File: src/rtl/leaf_pkg.sv
// Shared definitions for the leaf interface transmit and receive sides.
// Contents:
//   LEAF_* constants: default field widths of the BFT packet and the
//                     default user-port and credit parameters.
//   PKT_* constants:  bit offsets of each packet field.
//   pkt_t:            packed view of one BFT packet.
//   LEAF_CREDIT_*:    width and maximum of a per-port credit counter.
package leaf_pkg;

    localparam int unsigned LEAF_PACKET_BITS           = 49;
    localparam int unsigned LEAF_PAYLOAD_BITS          = 32;
    localparam int unsigned LEAF_NUM_LEAF_BITS         = 5;
    localparam int unsigned LEAF_NUM_PORT_BITS         = 4;
    localparam int unsigned LEAF_NUM_ADDR_BITS         = 7;
    localparam int unsigned LEAF_NUM_OUT_PORTS         = 4;
    localparam int unsigned LEAF_FREESPACE_UPDATE_SIZE = 64;

    // Packet layout: {vld, dst_leaf, dst_port, addr, payload}
    localparam int unsigned PKT_VLD_BIT  = 48;
    localparam int unsigned PKT_LEAF_LSB = 43;
    localparam int unsigned PKT_PORT_LSB = 39;
    localparam int unsigned PKT_ADDR_LSB = 32;

    localparam int unsigned LEAF_CREDIT_BITS = LEAF_NUM_ADDR_BITS + 1;
    localparam int unsigned LEAF_CREDIT_MAX  = 1 << LEAF_NUM_ADDR_BITS;

    typedef struct packed {
        logic                          vld;
        logic [LEAF_NUM_LEAF_BITS-1:0] dst_leaf;
        logic [LEAF_NUM_PORT_BITS-1:0] dst_port;
        logic [LEAF_NUM_ADDR_BITS-1:0] addr;
        logic [LEAF_PAYLOAD_BITS-1:0]  payload;
    } pkt_t;

endpackage

File: src/rtl/leaf_packet_tx_rr_arbiter.sv
// Round-robin arbiter with a rotating priority pointer.
// Ports:
//   clk, reset_n  clock and synchronous active-low reset
//   en            arbitration allowed this cycle; grant is all-zero when low
//   req[N]        request per port
//   grant[N]      one-hot grant, combinational from req/en/pointer
// The pointer holds the highest-priority index; after a grant to port j
// it moves to j+1, so the search resumes just after the last winner.
module rr_arbiter #(
    parameter int unsigned N = 4
) (
    input  logic         clk,
    input  logic         reset_n,
    input  logic         en,
    input  logic [N-1:0] req,
    output logic [N-1:0] grant
);

    localparam int unsigned PTR_W = (N > 1) ? $clog2(N) : 1;

    logic [PTR_W-1:0] ptr;
    logic [PTR_W-1:0] ptr_next;
    logic             found;

    always_comb begin
        grant    = '0;
        found    = 1'b0;
        ptr_next = ptr;
        if (en) begin
            for (int unsigned k = 0; k < N; k++) begin
                for (int unsigned j = 0; j < N; j++) begin
                    if (!found && req[j] && (((32'(ptr) + k) % N) == j)) begin
                        grant[j] = 1'b1;
                        found    = 1'b1;
                        ptr_next = PTR_W'((j + 1) % N);
                    end
                end
            end
        end
    end

    always_ff @(posedge clk) begin
        if (!reset_n) begin
            ptr <= '0;
        end else begin
            ptr <= ptr_next;
        end
    end

endmodule

File: src/rtl/leaf_packet_tx.sv
// Transmit half of a leaf interface: takes 32-bit words from the user
// kernel output ports, arbitrates round-robin among ports that are valid,
// configured and hold receiver credit, and registers one BFT packet per
// grant.
// Ports:
//   clk, reset_n              leaf clock, synchronous active-low reset
//   din_leaf_user2interface   packed user words, port 0 in the LSBs
//   vld_user2interface        word valid per port
//   ack_interface2user        one-cycle accept pulse per port (= grant)
//   cfg_vld/port/dst_leaf/dst_port  route table write
//   fs_update_vld/port        credit return of FREESPACE_UPDATE_SIZE
//   bft_ready                 BFT takes the presented packet this cycle
//   resend                    pause: no grants, dout forced to zero
//   dout_leaf_interface2bft   {vld, dst_leaf, dst_port, addr, payload}
module leaf_packet_tx
    import leaf_pkg::*;
#(
    parameter int unsigned PACKET_BITS           = LEAF_PACKET_BITS,
    parameter int unsigned PAYLOAD_BITS          = LEAF_PAYLOAD_BITS,
    parameter int unsigned NUM_LEAF_BITS         = LEAF_NUM_LEAF_BITS,
    parameter int unsigned NUM_PORT_BITS         = LEAF_NUM_PORT_BITS,
    parameter int unsigned NUM_ADDR_BITS         = LEAF_NUM_ADDR_BITS,
    parameter int unsigned NUM_OUT_PORTS         = LEAF_NUM_OUT_PORTS,
    parameter int unsigned FREESPACE_UPDATE_SIZE = LEAF_FREESPACE_UPDATE_SIZE
) (
    input  logic                              clk,
    input  logic                              reset_n,
    input  logic [NUM_OUT_PORTS*PAYLOAD_BITS-1:0] din_leaf_user2interface,
    input  logic [NUM_OUT_PORTS-1:0]          vld_user2interface,
    output logic [NUM_OUT_PORTS-1:0]          ack_interface2user,
    input  logic                              cfg_vld,
    input  logic [NUM_PORT_BITS-1:0]          cfg_port,
    input  logic [NUM_LEAF_BITS-1:0]          cfg_dst_leaf,
    input  logic [NUM_PORT_BITS-1:0]          cfg_dst_port,
    input  logic                              fs_update_vld,
    input  logic [NUM_PORT_BITS-1:0]          fs_update_port,
    input  logic                              bft_ready,
    input  logic                              resend,
    output logic [PACKET_BITS-1:0]            dout_leaf_interface2bft
);

    localparam int unsigned CREDIT_BITS = NUM_ADDR_BITS + 1;
    localparam int unsigned CREDIT_MAX  = 1 << NUM_ADDR_BITS;

    logic [NUM_LEAF_BITS-1:0] route_leaf  [NUM_OUT_PORTS];
    logic [NUM_PORT_BITS-1:0] route_port  [NUM_OUT_PORTS];
    logic [NUM_ADDR_BITS-1:0] addr_cnt    [NUM_OUT_PORTS];
    logic [CREDIT_BITS-1:0]   credit      [NUM_OUT_PORTS];
    logic [CREDIT_BITS-1:0]   credit_next [NUM_OUT_PORTS];
    logic [NUM_OUT_PORTS-1:0] configured;
    logic [NUM_OUT_PORTS-1:0] eligible;
    logic [NUM_OUT_PORTS-1:0] grant;
    logic [NUM_OUT_PORTS-1:0] cfg_hit;
    logic [NUM_OUT_PORTS-1:0] fs_hit;

    logic                     out_valid;
    logic [PACKET_BITS-2:0]   pkt_body;
    logic                     slot_free;
    logic                     grant_en;
    logic                     any_grant;

    logic [NUM_LEAF_BITS-1:0] sel_leaf;
    logic [NUM_PORT_BITS-1:0] sel_port;
    logic [NUM_ADDR_BITS-1:0] sel_addr;
    logic [PAYLOAD_BITS-1:0]  sel_data;

    assign slot_free = !out_valid || bft_ready;
    assign grant_en  = slot_free && !resend;
    assign any_grant = |grant;

    // Out-of-range cfg/fs port indices match no entry and are dropped.
    always_comb begin
        eligible = '0;
        cfg_hit  = '0;
        fs_hit   = '0;
        for (int unsigned i = 0; i < NUM_OUT_PORTS; i++) begin
            eligible[i] = vld_user2interface[i] && configured[i] && (credit[i] != '0);
            cfg_hit[i]  = cfg_vld && (32'(cfg_port) == i);
            fs_hit[i]   = fs_update_vld && (32'(fs_update_port) == i);
        end
    end

    rr_arbiter #(
        .N(NUM_OUT_PORTS)
    ) u_arb (
        .clk    (clk),
        .reset_n(reset_n),
        .en     (grant_en),
        .req    (eligible),
        .grant  (grant)
    );

    assign ack_interface2user = grant;

    always_comb begin
        sel_leaf = '0;
        sel_port = '0;
        sel_addr = '0;
        sel_data = '0;
        for (int unsigned i = 0; i < NUM_OUT_PORTS; i++) begin
            if (grant[i]) begin
                sel_leaf = route_leaf[i];
                sel_port = route_port[i];
                sel_addr = addr_cnt[i];
                sel_data = din_leaf_user2interface[i*PAYLOAD_BITS +: PAYLOAD_BITS];
            end
        end
    end

    // Net credit change is applied before saturating, so a grant and an
    // update in the same cycle give +FREESPACE_UPDATE_SIZE-1.
    always_comb begin
        int unsigned sum;
        sum = 0;
        for (int unsigned i = 0; i < NUM_OUT_PORTS; i++) begin
            sum = 32'(credit[i])
                + (fs_hit[i] ? FREESPACE_UPDATE_SIZE : 32'd0)
                - (grant[i] ? 32'd1 : 32'd0);
            if (sum > CREDIT_MAX) begin
                sum = CREDIT_MAX;
            end
            credit_next[i] = CREDIT_BITS'(sum);
        end
    end

    always_ff @(posedge clk) begin
        if (!reset_n) begin
            out_valid  <= 1'b0;
            pkt_body   <= '0;
            configured <= '0;
            for (int unsigned i = 0; i < NUM_OUT_PORTS; i++) begin
                route_leaf[i] <= '0;
                route_port[i] <= '0;
                addr_cnt[i]   <= '0;
                credit[i]     <= CREDIT_BITS'(CREDIT_MAX);
            end
        end else begin
            for (int unsigned i = 0; i < NUM_OUT_PORTS; i++) begin
                if (cfg_hit[i]) begin
                    route_leaf[i] <= cfg_dst_leaf;
                    route_port[i] <= cfg_dst_port;
                    configured[i] <= 1'b1;
                end
                if (grant[i]) begin
                    addr_cnt[i] <= addr_cnt[i] + NUM_ADDR_BITS'(1);
                end
                credit[i] <= credit_next[i];
            end
            // While resend is high or the BFT stalls, the packet is held
            // untouched; a retire without a new grant clears the whole word.
            if (grant_en) begin
                if (any_grant) begin
                    out_valid <= 1'b1;
                    pkt_body  <= {sel_leaf, sel_port, sel_addr, sel_data};
                end else begin
                    out_valid <= 1'b0;
                    pkt_body  <= '0;
                end
            end
        end
    end

    assign dout_leaf_interface2bft = resend ? '0 : {out_valid, pkt_body};

endmodule

File: config.mk
export PLATFORM = sky130hd
export DESIGN_NAME = leaf_packet_tx
export DESIGN_NICKNAME = d
export VERILOG_FILES = /design/src/rtl/leaf_pkg.sv /design/src/rtl/leaf_packet_tx_rr_arbiter.sv /design/src/rtl/leaf_packet_tx.sv
export SDC_FILE = /design/constraint.sdc
export NUM_CORES = 1
export LEC_CHECK = 0
export BUFFER_PORTS_ARGS = -buffer_cell sky130_fd_sc_hd__buf_2
export CORE_ASPECT_RATIO = 1.5
export CORE_MARGIN = 2
export CORE_UTILIZATION = 34
export CTS_CLUSTER_SIZE = 10
export DETAILED_ROUTE_END_ITERATION = 8
export PLACE_DENSITY_LB_ADDON = 0.2
export SLEW_MARGIN = 30
export SYNTH_ARGS = -nofsm -noshare
export SYNTH_HDL_FRONTEND = slang
export SYNTH_SLANG_ARGS = --single-unit
File: constraint.sdc
create_clock -name clk -period 10.44 [get_ports clk]
set_clock_uncertainty 0.15 [all_clocks]
set_input_delay 1.044 -clock clk [delete_from_list [all_inputs] [get_ports clk]]
set_output_delay 1.044 -clock clk [all_outputs]
set_load 0.02 [all_outputs]
==> results of run 1 <==
cell type report:
cell class                      instances  area (um^2)  share of cell area, %
Timing Repair Buffer                  221         1140                   10.1
Antenna cell                            1         2.50                 0.0222
Sequential cell                       151         3660                   32.5
Clock inverter                          4         50.0                  0.444
Inverter                               52          195                   1.73
Clock buffer                           28          579                   5.14
Tap cell                              342          428                   3.79
Multi-Input combinational cell        747         5220                   46.3
synth_stat cells (2+ instances only):
cell type	instances	area (um^2)
a211o_1	53	464
a21o_1	7	52.6
a21oi_1	65	325
a221o_1	2	20.0
a221oi_1	3	26.3
a22oi_1	96	721
a311oi_1	2	17.5
a31oi_1	52	325
a41oi_1	3	26.3
and2_1	37	231
and3_1	14	87.6
buf_2	14	70.1
buf_6	5	56.3
clkbuf_1	42	158
dfxtp_1	87	1740
edfxtp_1	64	1920
fa_1	4	80.1
ha_1	56	701
inv_1	52	195
nand2_1	26	97.6
nand2b_1	24	150
nand3_1	17	85.1
nor2_1	56	210
nor2b_1	53	332
nor3_1	17	85.1
nor3b_1	12	90.1
nor4b_1	4	35.0
o211a_1	3	30.0
o211ai_1	5	37.5
o21a_1	2	15.0
o21ai_0	67	335
o21bai_1	3	22.5
xnor2_1	27	236
xor2_1	15	131
power by group through the flow:
stage	Combinational, mW	Clock [mW]	Sequential [mW]
after floorplan	0.288	0	0.665
after global placement	0.387	0	0.670
after detailed placement	0.390	0	0.671
after CTS	0.391	0.655	0.658
after global routing	0.439	0.676	0.661
final	0.389	0.643	0.658
stage by stage:
stage,std cells,worst slack [ns]
3_3_place_gp,1513,4.90
6_report,1546,5.28
2_1_floorplan,1012,6.15
5_1_grt,1545,4.93
4_1_cts,1545,5.31
3_5_place_dp,1513,4.87
state kept, by name, indices dropped and copies added, names as in the netlist:
register,count
pkt_body,48
credit,32
addr_cnt,28
route_leaf,20
route_port,16
configured,4
u_arb.ptr,2
out_valid,1
cells by family (layout without fill, tap and decap cells):
| family | count (synthesis) | in the layout | share of synthesized area (%) |
|---|---|---|---|
| flops | 151 | 151 | 39.3 |
| compound gates | 374 | 374 | 27.0 |
| other cells | 0 | 1 | 0 |
| buf+inv | 114 | 305 | 5.18 |
| fa+ha+maj | 60 | 60 | 8.37 |
| xor+xnor | 42 | 42 | 3.94 |
| simple gates | 271 | 271 | 16.3 |
routing by layer:
layer | part of all wire [%] | track usage [%] | routed length (um)
met1 | 41 | 20.1 | 10700
met2 | 52 | 33.8 | 13700
met5 | 0 | 0 | 0
met4 | 2.9 | 7.97 | 775
met3 | 4.5 | 3.16 | 1200
worst max-delay path by stage:
stage / cells past startpoint / endpoint / slack (ns)
4_1_cts: 16 / credit[1][1] / 5.31
2_1_floorplan: 15 / credit[1][1] / 6.15
3_3_place_gp: 16 / credit[1][2] / 4.90
6_report: 16 / credit[1][2] / 5.28
5_1_grt: 16 / credit[1][3] / 4.93
3_5_place_dp: 16 / credit[1][1] / 4.87
worst max-delay path, stage by stage:
cell	delay, ns
buf_2	0.10
buf_4	0.30
a21o_4	0.47
a2111o_1	0.51
nor2_4	0.09
buf_4	0.56
ha_1	0.26
inv_1	0.04
ha_1	0.21
fa_1	0.40
nand2b_1	0.11
nand2_1	0.05
a221oi_1	0.47
xor2_1	0.17
a41oi_1	0.37
nor3b_1	0.10
==> metrics.csv, run 1 <==
metric,value,unit
avgSynthCellArea,9.22,um^2
hold_violations,0,
routed-via-count,8401,
power_frac_comb,23.0,%
holdPathEnd,configured[0],
p_int,1.20,mW
die_h,207,um
grt-ovfl-total,0,
syn-cell-area,9330,um^2
fin_setup_tns,0,ns
antenna_found_initial,1,
ant_nets,0,
post-route-period-util,49.5,%
finalSetupViolations,0,
drt-wirelength-per-cell,17.1,um
clk_pin_slew,0.06,ns
power_density,150,nW/um^2
io_buffers,207,
clk_latency,0.43,ns
grt_pass1_wl,42100,um
placedInstanceArea,10600,um^2
core,27100,um^2
die_w,139,um
final_common_cell,buf_2,
cp-start-kind,input pin,
drc,0,
worstSetupEndpointType,flip-flop,
grt_max_degree,56,
first_pass_iters,5,
cts_root_buf,clkbuf_16,
worstHoldStart,configured[0],
sw_frac_of_total,28.9,%
grt_usage,18.1,%
viasPerCell,5.43,
totalPowerFinal,1.69,mW
grt_pass1_vias,8401,
drive_gt1_share,21.9,%
crit_start,resend,
final_util,41.6,%
ys_async_sr_fraction,0,%
yosys_warnings,0,
initial_core_util,34.4,%
area_growth,20.9,%
ys_ff_latch,151,
drv_cap,0,
worst_pin_slew,0.750,ns
cts_setup_buffers,0,
seq_power_share,38.9,%
slew_viol_final,0,
synth_cells,1012,
routed_wl,26400,um
syn-num-nets,1227,
hold_path_depth,1,
ir_drop,106,uV
clk_path_buf_depth,2,
htreeDepth,4,
clkPwrFrac,38.0,%
clkSinkCount,151,
r2r_start,credit[0][1],
cts_hold_buffers,0,
ys.flop_type,dfxtp_1,
max_freq,194,MHz
synth_seq_area_share,39.3,%
nets,1405,
pin_count,208,
place.gp.congestion,0.774,
status,finished clean,
crit_fanout,55,
cts_made_buffers,17,
die-area,28800,um^2
synth_edf_count,64,
cp.required,10.58,ns
whs,0.300,ns
cts_resized,0,
worstReg2RegEnd,credit[1][2],
most-common-layout-cells,"buf_2 (207), a22oi_1 (96), dfxtp_1 (87), o21ai_0 (66)",
drt-initial-drc-count,347,
slew_headroom,49.8,%
cts_tree,yes,
cp.arrival,5.30,ns
dp_hpwl,18300,um
hold_class,reg -> reg,
rows,74,
fillerInstances,2752,
postLayoutCellArea,11300,um^2
synth.distinct_cells,57,
crit_type,in -> reg,
switchingPower,0.489,mW
leakagePower,4.33,nW
rsz0062_at_grt,no,
reg2reg_slack,5.68,ns
finalCriticalPeriod,5.16,ns
reg2reg_depth,15,
Power figures use the tool's default switching activity.
==> inputs of run 2 (changes only) <==
==> constraint.sdc (replaced) <==
create_clock -name clk -period 5 [get_ports clk]
set_clock_uncertainty 0.15 [all_clocks]
set_input_delay 0.5 -clock clk [delete_from_list [all_inputs] [get_ports clk]]
set_output_delay 0.5 -clock clk [all_outputs]
set_load 0.02 [all_outputs]
==> metrics.csv, run 2 (synthesis gave the netlist of run 1 again) <==
metric,value,unit,change
grt_pass1_wl,42500,um,+1.1%
crit_type,reg -> reg,,
die_h,207,um,unchanged
dp.cells,1512,,-0.066%
rows,74,,unchanged
postLayoutCellArea,11200,um^2,-0.30%
initial_core_util,34.4,%,unchanged
switchingPower,1.07,mW,+120%
drc,0,,unchanged
routed_wl,26700,um,+0.82%
met1_usage,21.4,%,+1.4 points
rsz0062_at_grt,no,,
first_pass_iters,5,,unchanged
cts_made_buffers,17,,unchanged
most-common-layout-cells,"buf_2 (207), a22oi_1 (96), dfxtp_1 (87), o21ai_0 (66)",,
clk_pin_slew,0.07,ns,about the same
sw_frac_of_total,30.4,%,+1.4 points
drt-initial-drc-count,446,,+29%
hold_class,in -> reg,,
p_int,2.45,mW,+100%
io_buffers,207,,unchanged
final_common_cell,buf_2,,
status,finished clean,,
post-route-period-util,81.7,%,
core,27100,um^2,unchanged
grt_pass1_vias,8256,,-1.7%
drt-wirelength-per-cell,17.3,um,+0.88%
cp.required,5.15,ns,-5.43 ns
die-area,28800,um^2,unchanged
slew_headroom,50.5,%,+0.67 points
area_growth,20.5,%,
use_met2,34.6,%,+0.74 points
cp-start-kind,flip-flop,,
cts_root_buf,clkbuf_16,,
clkSinkCount,151,,unchanged
grt-ovfl-total,0,,unchanged
slew_viol_final,0,,unchanged
clk_latency,0.43,ns,about the same
power_frac_comb,23.2,%,+0.2 points
grt_max_degree,71,,+27%
fillerInstances,2762,,+0.36%
clkPwrFrac,37.8,%,-0.2 points
max_freq,245,MHz,
leakagePower,4.31,nW,-0.55%
final_cells,1545,,-0.065%
routed-via-count,8329,,-0.86%
top_regs,"pkt_body (48), credit (32), addr_cnt (28)",,
pin_count,208,,unchanged
crit_fanout,5,,-91%
cts_resized,0,,unchanged
clk_path_buf_depth,2,,unchanged
grt_usage,18.4,%,+0.30 points
cts_setup_buffers,0,,unchanged
top_register,pkt_body,,
place.gp.congestion,0.818,,+5.6%
fin_setup_tns,0,ns,unchanged
hold_violations,0,,unchanged
power_density,313,nW/um^2,+110%
cts_hold_buffers,0,,unchanged
fin_ws,0.913,ns,-4.36 ns
worst_pin_slew,0.743,ns,-0.00722 ns
drive_gt1_share,21.9,%,about the same
met3_usage,3.41,%,+0.25 points
finalCriticalPeriod,4.09,ns,
dp_slack,0.922,ns,-3.94 ns
ant_nets,0,,unchanged
ir_drop,231,uV,+120%
worstSetupEndpointType,flip-flop,,
antenna_found_initial,1,,unchanged
htreeDepth,4,,unchanged
dp_hpwl,18400,um,+0.44%
viasPerCell,5.39,,-0.79%
seq_power_share,38.9,%,about the same
die_w,139,um,unchanged
cts_tree,yes,,
drv_cap,0,,unchanged
placedInstanceArea,10600,um^2,about the same
cp.arrival,4.24,ns,-1.06 ns
largest_register_ff_count,48,,unchanged
finalSetupViolations,0,,unchanged
top_usage_layer,met2,,
nets,1404,,-0.071%
run 2: cell count changes in the layout (fill, tap and decap cells not counted), sizes merged:
cell / before / now
buf: 221 / 220
bufinv: 1 / 3
clkbuf: 28 / 18
clkinv: 1 / 4
clkinvlp: 2 / 3
inv: 52 / 56
run 2: per-layer routing:
layer	vias up	routed length [um]
li1	4117	-
met1	3954	11300
met2	239	13700
met3	19	1360
met4	0	292
met5	-	0
run 2: layout make-up:
class	count	area, um^2	share of cell area (%)
diodes	1	2.50	0.0223
clock buffers	18	429	3.82
clock inverters	14	174	1.55
inverters	52	195	1.74
multi-input cells	747	5220	46.4
flip-flops and latches	151	3660	32.6
well taps	342	428	3.81
repair buffers	220	1130	10.1
run 2: critical path, cell delays in order, from the launching register on:
cell,delay [ns]
dfxtp_1,0.31
inv_1,0.11
ha_1,0.16
nand4bb_1,0.18
o311ai_1,0.59
a21oi_1,0.24
nor4_4,0.20
ha_1,0.19
inv_1,0.05
ha_1,0.22
fa_1,0.42
nand2b_1,0.11
nand2_1,0.06
a221oi_1,0.35
xor2_1,0.14
a41oi_1,0.38
nor3b_1,0.10
run 2: through the flow:
stage	total power, mW	utilization (%)	hold WS [ns]
2_1_floorplan	1.99	-	0.268
4_1_cts	3.56	41.4	0.217
6_report	3.52	41.4	0.235
5_1_grt	3.72	41.4	0.241
3_3_place_gp	2.22	39.2	0.297
3_5_place_dp	2.22	39.2	0.300
run 2: worst paths after layout:
path | start | endpoint | slack (ns) | cells after the start
setup / recovery | credit[2][2] | credit[0][1] | 0.91 | 16
hold / removal | din_leaf_user2interface[58] | pkt_body[26] | 0.24 | 3
setup reg to reg | credit[2][2] | credit[0][1] | 0.91 | 16
hold reg to reg | configured[0] | configured[0] | 0.31 | 1
run 2: power by group through the flow:
stage,Clock (mW),Combinational (mW),Sequential [mW]
4_1_cts,1.36,0.825,1.37
6_report,1.33,0.819,1.37
3_3_place_gp,0,0.821,1.40
2_1_floorplan,0,0.601,1.39
5_1_grt,1.42,0.926,1.38
3_5_place_dp,0,0.820,1.40
